**src/rtl/eth_tx_arbiter.sv**
```systemverilog
// Packet-granular arbiter sharing one 8-bit AXI-Stream MAC TX path between frame sources.
// Build option: define TX_ARB_STRICT_PRIO_EN for fixed lowest-index-wins priority instead of round-robin.
module eth_tx_arbiter #(
    parameter int NUM_PORTS = 3,
    parameter int CNT_W     = 16
) (
    input  logic                   clk,
    input  logic                   rst_n,
    input  logic [8*NUM_PORTS-1:0] s_axis_tdata,
    input  logic [NUM_PORTS-1:0]   s_axis_tvalid,
    input  logic [NUM_PORTS-1:0]   s_axis_tlast,
    output logic [NUM_PORTS-1:0]   s_axis_tready,
    output logic [7:0]             m_axis_tdata,
    output logic                   m_axis_tvalid,
    output logic                   m_axis_tlast,
    input  logic                   m_axis_tready,
    output logic                   busy,
    output logic [2:0]             grant_id,
    output logic [CNT_W-1:0]       tx_frame_cnt
);

    // state | meaning
    // IDLE  | no grant; outputs and readies held at 0; arbitrate on any tvalid
    // XFER  | granted port passed straight through until its TLAST beat
    typedef enum logic {IDLE, XFER} state_t;

    state_t     state;
    logic [2:0] grant;
    logic [2:0] search_start;
    logic [2:0] winner;
    logic [2:0] hi_idx;
    logic [2:0] lo_idx;
    logic       hi_found;
    logic       beat_last;

`ifndef TX_ARB_STRICT_PRIO_EN
    logic [2:0] last_grant;
    assign search_start = (last_grant >= 3'(NUM_PORTS-1)) ? 3'd0 : last_grant + 3'd1;
`else
    assign search_start = 3'd0;
`endif

    // Lowest valid index at/above the start point wins, else lowest valid below it (wrap).
    always_comb begin
        hi_found = 1'b0;
        hi_idx   = 3'd0;
        lo_idx   = 3'd0;
        for (int p = NUM_PORTS-1; p >= 0; p--) begin
            if (s_axis_tvalid[p]) begin
                if (3'(p) >= search_start) begin
                    hi_found = 1'b1;
                    hi_idx   = 3'(p);
                end else begin
                    lo_idx = 3'(p);
                end
            end
        end
        winner = hi_found ? hi_idx : lo_idx;
    end

    always_comb begin
        m_axis_tdata  = 8'd0;
        m_axis_tvalid = 1'b0;
        m_axis_tlast  = 1'b0;
        s_axis_tready = '0;
        if (state == XFER) begin
            for (int p = 0; p < NUM_PORTS; p++) begin
                if (grant == 3'(p)) begin
                    m_axis_tdata     = s_axis_tdata[8*p +: 8];
                    m_axis_tvalid    = s_axis_tvalid[p];
                    m_axis_tlast     = s_axis_tlast[p];
                    s_axis_tready[p] = m_axis_tready;
                end
            end
        end
    end

    assign beat_last = m_axis_tvalid & m_axis_tready & m_axis_tlast;
    assign grant_id  = grant;

    always_ff @(posedge clk or negedge rst_n) begin
        if (!rst_n) begin
            state        <= IDLE;
            grant        <= 3'd0;
            busy         <= 1'b0;
            tx_frame_cnt <= '0;
`ifndef TX_ARB_STRICT_PRIO_EN
            last_grant   <= 3'(NUM_PORTS-1);
`endif
        end else begin
            case (state)
                IDLE: begin
                    if (|s_axis_tvalid) begin
                        grant <= winner;
                        state <= XFER;
                        busy  <= 1'b1;
                    end
                end
                XFER: begin
                    if (beat_last) begin
`ifndef TX_ARB_STRICT_PRIO_EN
                        last_grant <= grant;
`endif
                        tx_frame_cnt <= tx_frame_cnt + CNT_W'(1);
                        state        <= IDLE;
                        busy         <= 1'b0;
                    end
                end
            endcase
        end
    end

endmodule

```
**config.mk**
```make
export PLATFORM = sky130hd
export DESIGN_NAME = eth_tx_arbiter
export DESIGN_NICKNAME = d
export VERILOG_FILES = /design/src/rtl/eth_tx_arbiter.sv
export SDC_FILE = /design/constraint.sdc
export NUM_CORES = 1
export LEC_CHECK = 0
export ABC_AREA = 1
export BUFFER_PORTS_ARGS = -buffer_cell sky130_fd_sc_hd__buf_4
export CORE_MARGIN = 8
export CORE_UTILIZATION = 49
export CTS_CLUSTER_DIAMETER = 30
export DETAILED_ROUTE_END_ITERATION = 16
export PLACE_DENSITY = 0.85
export SLEW_MARGIN = 20
export SYNTH_ARGS = -nofsm -noshare
export SYNTH_HDL_FRONTEND = slang
export SYNTH_SLANG_ARGS = --single-unit
export TNS_END_PERCENT = 20
```
**constraint.sdc**
```tcl
create_clock -name clk -period 1.8 [get_ports clk]
set_input_delay 0.27 -clock clk [delete_from_list [all_inputs] [get_ports clk]]
set_output_delay 0.27 -clock clk [all_outputs]
set_load 0.005 [all_outputs]
```
==> load_flow_metrics.sql <==
INSERT INTO impl_metrics (metric_group, metric, value, unit) VALUES
('run_status', 'status', 'finished, final reports clean', ''),
('placement', 'placer_s_final_routability_congestion_estimate', '0.8462', ''),
('power', 'power.share.clock', '15.0', '%'),
('sta', 'setup_slack', '0.03906', 'ns'),
('power', 'power.switching', '1030', 'uW'),
('critical_path', 'startpoint_type', 'flop', ''),
('clock_tree', 'clock_insertion_delay_worst_skew', '0.31', 'ns'),
('synth', 'muxShareOfSynthArea', '0', '%'),
('floorplanning', 'horizontal_extent_of_the_die', '74.39', 'um'),
('sta', 'maxSlewViolCount', '0', ''),
('sta', 'clock-skew-final', '0.006178', 'ns'),
('critical_path', 'critical_path_class', 'reg -> out', ''),
('drt', 'remaining_drc_errors', '0', ''),
('power', 'cellInternalPower', '1499', 'uW'),
('synth', 'yosys.area_share.xor_xnor', '3.670', '%'),
('synth', 'postSynthNetCount', '289', ''),
('critical_path', 'worstPathCellList', 'buf_12 -> nor2_8 -> nand2_1 -> nand3_1 -> nand2_1 -> inv_1 -> buf_4', ''),
('floorplanning', 'floorplan.die_area', '0.005533', 'sq mm'),
('grt', 'grt_remaining_overflow', '0', ''),
('floorplanning', 'die-height', '74.39', 'um'),
('grt', 'grt_start_max_net_pins', '23', ''),
('placement', 'hpwlAfterDp', '3443', 'um'),
('synth', 'netlist_top_cells_area', 'sky130_fd_sc_hd__dfrtp_1 31%, sky130_fd_sc_hd__nand2_1 27%, sky130_fd_sc_hd__nand3_1 7.2%, sky130_fd_sc_hd__inv_1 5.8%, sky130_fd_sc_hd__nor2_8 3.6%', ''),
('sta', 'timing_hold_violations_final', '0', ''),
('grt', 'grt.total_usage', '16.23', '%'),
('synth', 'yosys_register_bits', '22', ''),
('clock_tree', 'clockBufferDepth', '2', ''),
('critical_path', 'critical_path.endpoint_type', 'primary output', ''),
('sta', 'finalSetupViolCount', '0', ''),
('power', 'power_density', '1101', 'mW/mm^2'),
('cells_and_area', 'finalInstanceArea', '0.002297', 'sq mm'),
('power', 'irDropWorstVdd', '0.0007409', 'V'),
('drt', 'avgViaCountPerCell', '4.818', ''),
('clock_tree', 'clock_tree.htree_level_count', '1', ''),
('drt', 'via_count', '1778', ''),
('synth', 'synthMostInstantiatedCell', 'sky130_fd_sc_hd__nand2_1', ''),
('grt', 'via_count_of_the_first_global_routing_pass', '1582', ''),
('clock_tree', 'cts_tree', 'yes', ''),
('floorplanning', 'design.portCount', '66', ''),
('synth', 'post_synth.cell_area_avg', '6.550', 'sq um'),
('synth', 'synth.largest_area_cell', 'sky130_fd_sc_hd__dfrtp_1', ''),
('drt', 'final_antenna_net_count', '0', ''),
('placement', 'placement.setup.worst_slack', '0.1446', 'ns'),
('clock_tree', 'cts_root_buf', 'sky130_fd_sc_hd__clkbuf_4', ''),
('floorplanning', 'row_count', '21', ''),
('power', 'power.sequential.fraction', '28.2', '%'),
('synth', 'netlist.area_leader.share', '31.46', '%'),
('drt', 'drt-pass1-iter-count', '4', ''),
('synth', 'synth_edf_count', '0', ''),
('power', 'power.static_leakage', '0.001308', 'uW'),
('synth', 'postSynth.topFlopCell', 'sky130_fd_sc_hd__dfrtp_1', ''),
('floorplanning', 'placeableCoreArea', '0.003311', 'sq mm'),
('critical_path', 'cp_common_cell', 'sky130_fd_sc_hd__nand2_1', ''),
('clock_tree', 'clk_transition_reported_paths', '0.13', 'ns'),
('floorplanning', 'start_util', '50.45', '%'),
('critical_path', 'critical_path.slowest_cell', 'sky130_fd_sc_hd__dfrtp_2', ''),
('cells_and_area', 'num_antenna_cells', '0', ''),
('drt', 'routedWlPerCell', '12.75', 'um'),
('power', 'combinationalPowerShare', '56.9', '%'),
('run', 'timing.max_cap.violations', '0', ''),
('synth', 'synth_commonest_cells', '122 x sky130_fd_sc_hd__nand2_1, 26 x sky130_fd_sc_hd__inv_1, 24 x sky130_fd_sc_hd__nand3_1, 21 x sky130_fd_sc_hd__dfrtp_1, 16 x sky130_fd_sc_hd__nor2_1', ''),
('synth', 'yosys_warnings', '0', ''),
('synth', 'yosysSeqAreaShare', '33.03', '%'),
('power', 'netSwitchingFraction', '40.72', '%'),
('critical_path', 'critPathTopFamily', 'flip-flops', ''),
('grt', 'wire_length_of_the_first_global_routing_pass', '7148', 'um'),
('synth', 'synth_simple_gate_area_share', '49.14', '%'),
('power', 'totalPowerFinal', '2529', 'uW'),
('clock_tree', 'numClockSinks', '22', ''),
('placement', 'postPlaceCellArea', '0.002167', 'sq mm'),
('synth', 'synth_cell_type_count', '27', '');
## per-stage QoR
stage / hold WS, ns / utilization, % / setup TNS (ns) / cells
floorplan: -0.02559 / - / 0 / 255
global placement: 0.1704 / 65.46 / 0 / 359
detailed placement: 0.1732 / 65.46 / 0 / 359
CTS: 0.2281 / 67.38 / 0 / 364
global route: 0.2338 / 69.39 / -0.1948 / 369
finish: 0.2275 / 69.39 / 0 / 369
## per-layer routing
layer  vias to the layer above  share of wire (%)  track usage [%]
li1                        928                  -                -
met1                       766                 43            19.17
met3                        12                9.1            3.908
met4                         0                2.3            5.000
met5                         -                  0                0
met2                        72                 45            28.07
## logic make-up after synthesis
logic type      after synthesis
buf+inv                      36
other cells                   1
fa+ha+maj                     1
compound gates                8
xor+xnor                      7
simple gates                180
flops                        22
## sequential cells by signal, indices dropped and copies added, names as in the netlist
register	flops
tx_frame_cnt	16
grant_id	2
last_grant	2
busy	1
state	1
## final cells by class
class,count,area (sq um)
clock buffers,3,22.52
fillers,286,1013
flip-flops and latches,22,553.0
well taps,46,57.56
multi-input cells,198,957.2
clock inverters,1,30.03
inverters,27,103.9
repair buffers,72,573.1
## path summary, 6_finish.rpt
kind / slack (ns) / depth (start not counted) / to / from
worst min register to register: 0.49 / 2 / last_grant[1] / last_grant[1]
worst max-delay path: 0.04 / 7 / m_axis_tdata[2] / grant_id[1]
worst max register to register: 0.26 / 9 / tx_frame_cnt[13] / grant_id[1]
worst min-delay path: 0.23 / 3 / grant_id[1] / s_axis_tvalid[2]
max in group asynchronous: 1.16 / 2 / last_grant[1] / rst_n
min in group asynchronous: 0.37 / 2 / tx_frame_cnt[12] / rst_n
## power groups by stage
stage | Combinational [uW] | Clock, uW | Sequential, uW
finish | 1440 | 379 | 712
global route | 1590 | 401 | 731
CTS | 1330 | 385 | 724
detailed placement | 1320 | 0 | 734
global placement | 1290 | 0 | 730
floorplan | 847 | 0 | 681
## repair_timing
action / in CTS / in global routing
buffers inserted: 0 / 4
gates resized for setup: 1 / 2
pin swaps: 0 / 3
hold buffers: 1 / 0
gates cloned: 0 / 1
setup endpoints to repair: 10 / 10
endpoints found under the hold margin: 21 / 0
## tightest hold or removal path, delay by kind of cell
family	cells	cell delay [ns]
buf+inv	1	0.09
simple gates	1	0.07
compound gates	1	0.07
## placed cells by master, fill, tap and decap left out, types with 2 or more instances in the layout
cell,Yosys,final
sky130_fd_sc_hd__clkbuf_4,0,3
sky130_fd_sc_hd__nor2_1,16,16
sky130_fd_sc_hd__o21ai_0,6,6
sky130_fd_sc_hd__nand3_2,1,2
sky130_fd_sc_hd__buf_12,0,2
sky130_fd_sc_hd__inv_1,26,26
sky130_fd_sc_hd__dfrtp_1,21,20
sky130_fd_sc_hd__nor2_8,3,3
sky130_fd_sc_hd__xnor2_1,5,5
sky130_fd_sc_hd__nand4_1,5,5
sky130_fd_sc_hd__nand2_4,2,2
sky130_fd_sc_hd__nand2_1,122,121
sky130_fd_sc_hd__buf_4,1,68
sky130_fd_sc_hd__nand3_1,24,23
sky130_fd_sc_hd__nor3_1,3,3
sky130_fd_sc_hd__xor2_1,2,2
No activity file was read; power rests on OpenSTA's default activity.
